### src/rtl/pat_drive_pkg.sv
// Shared constants for the drive sequencer: FSM encoding, off levels, leg count.
package pat_drive_pkg;

    // FSM state encoding, kept as plain constants for legacy tools
    typedef logic [1:0] state_t;
    localparam state_t ST_IDLE  = 2'd0;
    localparam state_t ST_DEAD  = 2'd1;
    localparam state_t ST_DRIVE = 2'd2;

    // Per-bit off levels: p gates are active low, n gates active high
    localparam logic P_OFF = 1'b1;
    localparam logic N_OFF = 1'b0;

    // Tweak legs per channel, fixed by the tweak_drive_0..7 port set
    localparam int unsigned NO_LEGS = 8;

    // Dead-time and tweak-delay counters share one width
    localparam int unsigned CNT_W = 4;
    typedef logic [CNT_W-1:0] cnt_t;

    function automatic cnt_t to_cnt(input int unsigned v);
        return cnt_t'(v);
    endfunction

endpackage

### src/rtl/drive_timer.sv
// pwm edge detect plus the IDLE/DEAD/DRIVE sequencing FSM with its dead-time
// and tweak-delay counters.
module drive_timer
    import pat_drive_pkg::*;
#(
    parameter int unsigned dead_cycles        = 3,
    parameter int unsigned tweak_delay_cycles = 4
) (
    input  logic   clk,
    input  logic   rst,
    input  logic   pwm,
    output state_t state,
    output logic   phase,
    output logic   pwm_edge,
    output logic   tweak_ok
);

    localparam cnt_t DEAD_LOAD = to_cnt(dead_cycles - 1);
    localparam cnt_t TWK_SAT   = to_cnt(tweak_delay_cycles);

    logic   pwm_q;
    state_t state_q, state_d;
    logic   phase_q, phase_d;
    cnt_t   dcnt_q, dcnt_d;
    cnt_t   tcnt_q, tcnt_d;

    assign pwm_edge = (pwm != pwm_q);
    assign state    = state_q;
    assign phase    = phase_q;
    assign tweak_ok = (tcnt_q >= TWK_SAT);

    // Next-state: every pwm edge (re)starts the dead-time and latches the new phase
    always_comb begin
        state_d = state_q;
        phase_d = phase_q;
        dcnt_d  = dcnt_q;
        tcnt_d  = tcnt_q;
        case (state_q)
            ST_IDLE: begin
                if (pwm_edge) begin
                    state_d = ST_DEAD;
                    dcnt_d  = DEAD_LOAD;
                    phase_d = pwm;
                end
            end
            ST_DEAD: begin
                if (pwm_edge) begin
                    dcnt_d  = DEAD_LOAD;
                    phase_d = pwm;
                end else if (dcnt_q == '0) begin
                    state_d = ST_DRIVE;
                    tcnt_d  = '0;
                end else begin
                    dcnt_d = dcnt_q - 1'b1;
                end
            end
            ST_DRIVE: begin
                if (pwm_edge) begin
                    state_d = ST_DEAD;
                    dcnt_d  = DEAD_LOAD;
                    phase_d = pwm;
                end else if (tcnt_q < TWK_SAT) begin
                    // Saturate so long drive phases never wrap back below the delay
                    tcnt_d = tcnt_q + 1'b1;
                end
            end
            default: begin
                state_d = ST_IDLE;
            end
        endcase
    end

    // State registers; pwm_q tracks pwm through reset so no false edge follows it
    always_ff @(posedge clk) begin
        pwm_q <= pwm;
        if (rst) begin
            state_q <= ST_IDLE;
            phase_q <= 1'b0;
            dcnt_q  <= '0;
            tcnt_q  <= '0;
        end else begin
            state_q <= state_d;
            phase_q <= phase_d;
            dcnt_q  <= dcnt_d;
            tcnt_q  <= tcnt_d;
        end
    end

endmodule

### src/rtl/drive_sequencer.sv
// Final gate-level output stage: break-before-make gating of p/n drives and
// per-channel tweak leg gating behind the drive_timer FSM.
module drive_sequencer
    import pat_drive_pkg::*;
#(
    parameter int unsigned buffer_width       = 8,
    parameter int unsigned dead_cycles        = 3,
    parameter int unsigned tweak_delay_cycles = 4
) (
    input  logic                              clk,
    input  logic                              rst,
    input  logic                              pwm,
    input  logic [buffer_width-1:0]           p_drive,
    input  logic [buffer_width-1:0]           n_drive,
    input  logic [buffer_width-1:0]           tweak_sense,
    input  logic [buffer_width-1:0]           tweak_delay,
    input  logic [buffer_width-1:0]           tweak_drive_0,
    input  logic [buffer_width-1:0]           tweak_drive_1,
    input  logic [buffer_width-1:0]           tweak_drive_2,
    input  logic [buffer_width-1:0]           tweak_drive_3,
    input  logic [buffer_width-1:0]           tweak_drive_4,
    input  logic [buffer_width-1:0]           tweak_drive_5,
    input  logic [buffer_width-1:0]           tweak_drive_6,
    input  logic [buffer_width-1:0]           tweak_drive_7,
    output logic [buffer_width-1:0]           gate_p,
    output logic [buffer_width-1:0]           gate_n,
    output logic [buffer_width*NO_LEGS-1:0]   tweak_legs,
    output logic                              phase,
    output logic                              dead
);

    localparam int unsigned LEGS_W = buffer_width * NO_LEGS;

    state_t state;
    logic   cur_phase;
    logic   pwm_edge;
    logic   tweak_ok;
    logic   drive_en;

    logic [buffer_width-1:0] leg_in [NO_LEGS];

    logic [buffer_width-1:0] gate_p_q, gate_p_d;
    logic [buffer_width-1:0] gate_n_q, gate_n_d;
    logic [LEGS_W-1:0]       legs_q, legs_d;
    logic                    dead_q, dead_d;

    drive_timer #(
        .dead_cycles        (dead_cycles),
        .tweak_delay_cycles (tweak_delay_cycles)
    ) u_timer (
        .clk      (clk),
        .rst      (rst),
        .pwm      (pwm),
        .state    (state),
        .phase    (cur_phase),
        .pwm_edge (pwm_edge),
        .tweak_ok (tweak_ok)
    );

    // An edge in DRIVE turns everything off on that same clock edge
    assign drive_en = (state == ST_DRIVE) && !pwm_edge;

    // Collect the leg ports into an array indexed by leg number
    always_comb begin
        leg_in[0] = tweak_drive_0;
        leg_in[1] = tweak_drive_1;
        leg_in[2] = tweak_drive_2;
        leg_in[3] = tweak_drive_3;
        leg_in[4] = tweak_drive_4;
        leg_in[5] = tweak_drive_5;
        leg_in[6] = tweak_drive_6;
        leg_in[7] = tweak_drive_7;
    end

    // Output next-state: only one side of the bridge can be non-off at a time
    always_comb begin
        gate_p_d = {buffer_width{P_OFF}};
        gate_n_d = {buffer_width{N_OFF}};
        legs_d   = '0;
        dead_d   = 1'b1;
        if (drive_en) begin
            dead_d = 1'b0;
            if (cur_phase) begin
                gate_p_d = p_drive;
            end else begin
                gate_n_d = n_drive;
            end
            for (int c = 0; c < buffer_width; c++) begin
                for (int k = 0; k < NO_LEGS; k++) begin
                    legs_d[c*NO_LEGS+k] = leg_in[k][c]
                                          & (tweak_sense[c] == cur_phase)
                                          & (~tweak_delay[c] | tweak_ok);
                end
            end
        end
    end

    // Output registers, forced off synchronously by rst
    always_ff @(posedge clk) begin
        if (rst) begin
            gate_p_q <= {buffer_width{P_OFF}};
            gate_n_q <= {buffer_width{N_OFF}};
            legs_q   <= '0;
            dead_q   <= 1'b1;
        end else begin
            gate_p_q <= gate_p_d;
            gate_n_q <= gate_n_d;
            legs_q   <= legs_d;
            dead_q   <= dead_d;
        end
    end

    assign gate_p     = gate_p_q;
    assign gate_n     = gate_n_q;
    assign tweak_legs = legs_q;
    assign dead       = dead_q;
    assign phase      = cur_phase;

endmodule
### config.mk
export PLATFORM = sky130hd
export DESIGN_NAME = drive_sequencer
export DESIGN_NICKNAME = d
export VERILOG_FILES = /design/src/rtl/pat_drive_pkg.sv /design/src/rtl/drive_timer.sv /design/src/rtl/drive_sequencer.sv
export SDC_FILE = /design/constraint.sdc
export NUM_CORES = 1
export LEC_CHECK = 0
export BUFFER_PORTS_ARGS = -buffer_cell sky130_fd_sc_hd__buf_4
export CAP_MARGIN = 25
export CORE_UTILIZATION = 43
export CTS_CLUSTER_DIAMETER = 120
export DETAILED_ROUTE_END_ITERATION = 16
export GPL_TIMING_DRIVEN = 0
export PLACE_DENSITY = 0.85
export SLEW_MARGIN = 30
export SYNTH_ARGS = -nofsm -noshare
export SYNTH_HDL_FRONTEND = slang
export SYNTH_SLANG_ARGS = --single-unit
### constraint.sdc
create_clock -name clk -period 2.39 [get_ports clk]
set_clock_uncertainty 0.2 [all_clocks]
set_input_delay 0.1195 -clock clk [delete_from_list [all_inputs] [get_ports clk]]
set_output_delay 0.1195 -clock clk [all_outputs]
set_load 0.005 [all_outputs]
After elaboration in Yosys (flattened, before gate mapping). Cells that the tools add are included.

Reductions and logical operators: 15. $add $sub $neg: 2. Equal/unequal tests: 17. Bitwise logic cells: 146. Magnitude comparators: 2. Muxes and demuxes: 14.

Operator list (count): $and A1 B1 Y1 (128); $mux W4 (7); $pmux W4 S2 (2); $not A1 Y1 (10); $reduce_or A3 Y1 (3); $eq A1 B1 Y1 (8); $or A1 B1 Y1 (8); $mux W2 (3); $ne A2 B1 Y1 const B (3); $reduce_and A3 Y1 (2); $reduce_and A5 Y1 (1); $add A4 B1 Y4 const B (1); $ge A4 B3 Y1 const B (1); $logic_not A4 Y1 (1); $lt A4 B3 Y1 const B (1); $ne A2 B2 Y1 const B (2); $pmux W2 S2 (1); $reduce_bool A2 Y1 (2); $reduce_or A2 Y1 (2); $sub A4 B1 Y4 const B (1); $ne A3 B3 Y1 const B (1); $eq A2 B1 Y1 const B (1); $eq A2 B2 Y1 const B (1); $logic_not A2 Y1 (1); other kinds (5) (5).

Word-level logic and storage cells: 205. Input bits: 99. Output and inout port bits: 82. Bits in registers: 93.

Logic depth before layout (Yosys ltp).
Depth in word-level cells: 5. Gate-level depth with buffers: 5. Gate-level depth less buffers: 5.

Cells and area by module. Synthesis repeated with hierarchy kept, for this count alone.

Cells, all modules: 328. Area total of the unflattened synthesis: 3836.2 um2.

By module, submodules not included: drive_sequencer (cells an instance 261, times used 1, area each 3166.8 um2); drive_timer (cells an instance 67, times used 1, area each 669.4 um2).

Worst setup path after synthesis. No wires, ideal clock.

Kind: register to register. Start point: reg u_timer.state_q[1] (netlist: u_timer.state[1]). End point: reg legs_q[0] (netlist: tweak_legs[0]). Setup slack: 0.632 ns. Setup time: 0.060 ns. Arrival: 1.498 ns. Stages on the path, launching flop included: 6. Buffers on the path: 2. Required time: 2.130 ns. Cells stage by stage: dfxtp_1 -> buf_2 -> or3b_1 -> buf_2 -> a2111oi_4 -> and2_1.

Cells in the longest elaborated chain, start to end: 4.

RTL lines: from (decl) (line drive_timer.sv:22) `state_t state_q, state_d;`; from (signal assigned) (line drive_timer.sv:82) `state_q <= state_d;`; $eq A2 B2 Y1 (line drive_sequencer.sv:61) `assign drive_en = (state == ST_DRIVE) && !pwm_edge;`; $logic_and A1 B1 Y1 (line drive_sequencer.sv:61); $not A1 Y1 (no line); $reduce_or A2 Y1 (no line); to (signal assigned) (line drive_sequencer.sv:108) `legs_q <= legs_d;`; to (decl) (line drive_sequencer.sv:44) `logic [LEGS_W-1:0] legs_q, legs_d;`.

No other way between the ends. A chain may end at the register's enable or synchronous reset.

Worst setup path in the final report.
Start point: reg u_timer.state_q[1] (netlist: u_timer.state[1]). End point: reg legs_q[20] (netlist: tweak_legs[20]).

The elaborated chain is that of the path after synthesis.

==> flow_summary.ini <==
[drt]
wl_mm = 12.48
vias = 3258
ant_nets = 0
drt_pass1_iterations = 5
viasPerCell = 5.123
wl_per_cell_um = 19.63
drtIter0Drc = 264
drc_errors = 0

[die]
die_h_um = 86.88
core_area_um2 = 6869
initial_core_util = 0.4510
die_w_um = 86.88
placementRows = 30
ios = 181
die_area_um2 = 7548

[sta]
slew_violations = 0
fin_ws_ns = 0.1894
hold_viol = 0
worst_slew_pin_slew_ns = 0.9916
fin_crit_sh = 0.9207
setup_viol = 0
finalSetupTns_ns = 0
fin_crit_ns = 2.201
fmax_mhz = 454.4
slew_headroom = 0.3382
rsz0062_at_grt = false

[synthesis]
ys_async_sr_fraction = 0
yosysTopAreaCellShare = 0.6010
syn_area_per_cell_um2 = 12.15
synth_edf_count = 0
synth.top_cells.by_count = 93 x dfxtp_1, 72 x and2_1, 9 x or2_2
synth-main-ff-cell = dfxtp_1
syn_area_um2 = 3098
syn_nets = 356
ys_warn_count = 0
netlist_instances = 255
synth_most_common_cell = dfxtp_1
ys_ff_latch = 93
ys_seq_area_frac = 0.6010
yosysUniqueCellTypes = 41
synth_area_leaders = dfxtp_1 60%, and2_1 15%, a2111oi_4 6.2%, xor2_1 2.3%, or2_2 1.8%
yosysTopAreaCell = dfxtp_1

[worst_setup_path]
timing.rr.start = u_timer.state[1]$_SDFFE_PP0P_
reg2reg_depth = 5
crit_top_cell = buf_2
r2r-end = tweak_legs[20]$_SDFF_PP0_
start_kind = flop
crit_required_ns = 2.50
r2r_slack_ns = 0.19
cp_slowest_stage_delay_ns = 0.47
cp_slowest_cell = a2111oi_4
setup.worst_path.class = reg -> reg
worstPathMaxFanout = 10
end_kind = flop
arrival_ns = 2.31
crit_path_cell_trace = buf_2 -> or3b_1 -> buf_2 -> a2111oi_4 -> and2_1

[hold_path]
hold_depth = 4
hp-class = in -> reg
hold_end = tweak_legs[46]$_SDFF_PP0_
worstHoldStart = tweak_sense[5]

[power]
cellLeakagePower_nw = 2.551
pwr-share-clk = 0.376
combPwrFrac = 0.132
ir_drop_uv = 354.0
switching_share = 0.2462
p_int_mw = 2.404
p_seq_frac = 0.493
powerDensity_nw_per_um2 = 560.0
p_switching_mw = 0.7851

[global_route]
antenna_found_initial = 0
grt_usage = 0.3327
grt_max_degree = 17
grt_pass1_vias = 3403
grt_pass1_wl_mm = 18.45
grt-ovfl-total = 0

[clock_tree]
cts_root_buf = clkbuf_8
cts.path.max_buffers = 2
cts_buffers = 9
cts_htree_levels = 3
clk_latency_ns = 0.37
clk_pin_slew_ns = 0.11
tritoncts = built
cts_setup_buffers = 0
cts_sinks = 93

[place]
dpl.hpwl_mm = 6.012
dpl_worst_slack_ns = 0.1816
placed_area_um2 = 4569
gp_congestion = 0.8118
io_buffers = 180
post-place-cells = 531

[cells_and_area]
instances_no_fill = 636
area_delta_synth_final_pct = 83.84
diodes = 0
fin_nets = 637
final_layout_size_suffix_gt1_frac = 0.4167
postLayoutCoreUtil = 0.8291
fin_area_um2 = 5695
nFillCells = 320

[flow_run]
max-cap-violations = 0

[run_status]
status = complete, no violations
state kept, by name, summed over array words and instances, names as in the netlist:
| register | flops |
|---|---|
| dead | 1 |
| gate_n | 8 |
| gate_p | 8 |
| tweak_legs | 64 |
| u_timer.dcnt_q | 4 |
| u_timer.phase | 1 |
| u_timer.pwm_q | 1 |
| u_timer.state | 2 |
| u_timer.tcnt_q | 4 |
area by class of cell:
type | count | area, µm² | share of cell area
plain buffers | 6 | 33.78 | 0.005931
inverters | 4 | 15.01 | 0.002636
repair buffers | 270 | 2252 | 0.3954
clock buffers | 9 | 123.9 | 0.02175
flip-flops and latches | 93 | 1862 | 0.3269
multi-input cells | 152 | 1195 | 0.2098
clock inverters | 6 | 93.84 | 0.01648
well taps | 96 | 120.1 | 0.02109
worst max-delay path, delay by kind of cell, from the launching register on:
family,cells,cell delay [ns]
and+or+nand+nor,2,0.66
buffers and inverters,2,0.50
AOI/OAI and AO/OA,1,0.47
DFF,1,0.32
power groups by stage:
| stage | clock, mW | sequential [mW] | combinational, mW |
|---|---|---|---|
| detailed placement | 0 | 1.61 | 0.265 |
| finish | 1.20 | 1.57 | 0.420 |
| global route | 1.27 | 1.57 | 0.439 |
| CTS | 1.17 | 1.57 | 0.389 |
| floorplan | 0 | 1.60 | 0.109 |
| global placement | 0 | 1.61 | 0.256 |
what timing repair did:
action	CTS	global route
gates resized for setup	0	1
hold buffers	90	0
setup endpoints to repair	0	8
hold endpoints to repair	84	0
through the flow:
step                      hold slack, ns  total power [mW]
final                             0.1055             3.190
after floorplan                 -0.05278             1.714
after global routing              0.1139             3.278
after detailed placement         0.09844             1.871
after CTS                        0.09965             3.131
after global placement           0.09507             1.861
worst max path at each step:
| stage | slack [ns] | to | cells past startpoint | startpoint |
|---|---|---|---|---|
| after floorplan | 0.63 | tweak_legs[0]$_SDFF_PP0_ | 5 | u_timer.state[1]$_SDFFE_PP0P_ |
| after global placement | 0.26 | gate_p[0]$_SDFF_PP1_ | 3 | u_timer.pwm_q$_DFF_P_ |
| after detailed placement | 0.18 | gate_p[4]$_SDFF_PP1_ | 3 | u_timer.pwm_q$_DFF_P_ |
| after CTS | 0.07 | gate_p[4]$_SDFF_PP1_ | 5 | pwm |
| after global routing | 0.08 | tweak_legs[35]$_SDFF_PP0_ | 5 | u_timer.state[1]$_SDFFE_PP0P_ |
| final | 0.19 | tweak_legs[20]$_SDFF_PP0_ | 5 | u_timer.state[1]$_SDFFE_PP0P_ |
logic make-up (layout without fill, tap and decap cells):
family / after synthesis / in the layout / share of synthesized area
xor gates and xnor gates: 10 / 10 / 0.03433
AOI/OAI and AO/OA: 27 / 27 / 0.1131
buffers and inverters: 10 / 295 / 0.01575
DFF: 93 / 93 / 0.6010
and+or+nand+nor: 113 / 113 / 0.2278
adders and majority gates: 2 / 2 / 0.008076
metal layers:
metal	GRT usage	vias up	wire, µm
met5	0	-	0
met4	0.1848	0	571
met2	0.6178	227	6623
met1	0.3457	1553	4394
met3	0.07204	62	894
li1	-	1416	-
cells in the final DEF, fill, tap and decap left out, types with 2 or more instances in the layout:
cell,netlist,routed
clkbuf_1,2,2
o211ai_1,2,2
or2_2,9,9
o21ai_0,2,2
bufinv_16,0,2
nor3_1,5,5
nor2b_1,3,3
dfxtp_1,93,93
buf_2,3,3
buf_4,0,180
ha_1,2,2
a2111oi_4,7,7
dlygate4sd3_1,0,90
clkbuf_8,0,9
a21oi_1,4,4
and2_1,72,72
nand4_1,3,3
nand3_1,5,5
nor3b_1,2,2
inv_6,0,2
a31oi_1,4,4
inv_1,4,4
nand2_1,3,3
xor2_1,8,8
Note: power is estimated with default switching activity, not from simulation.
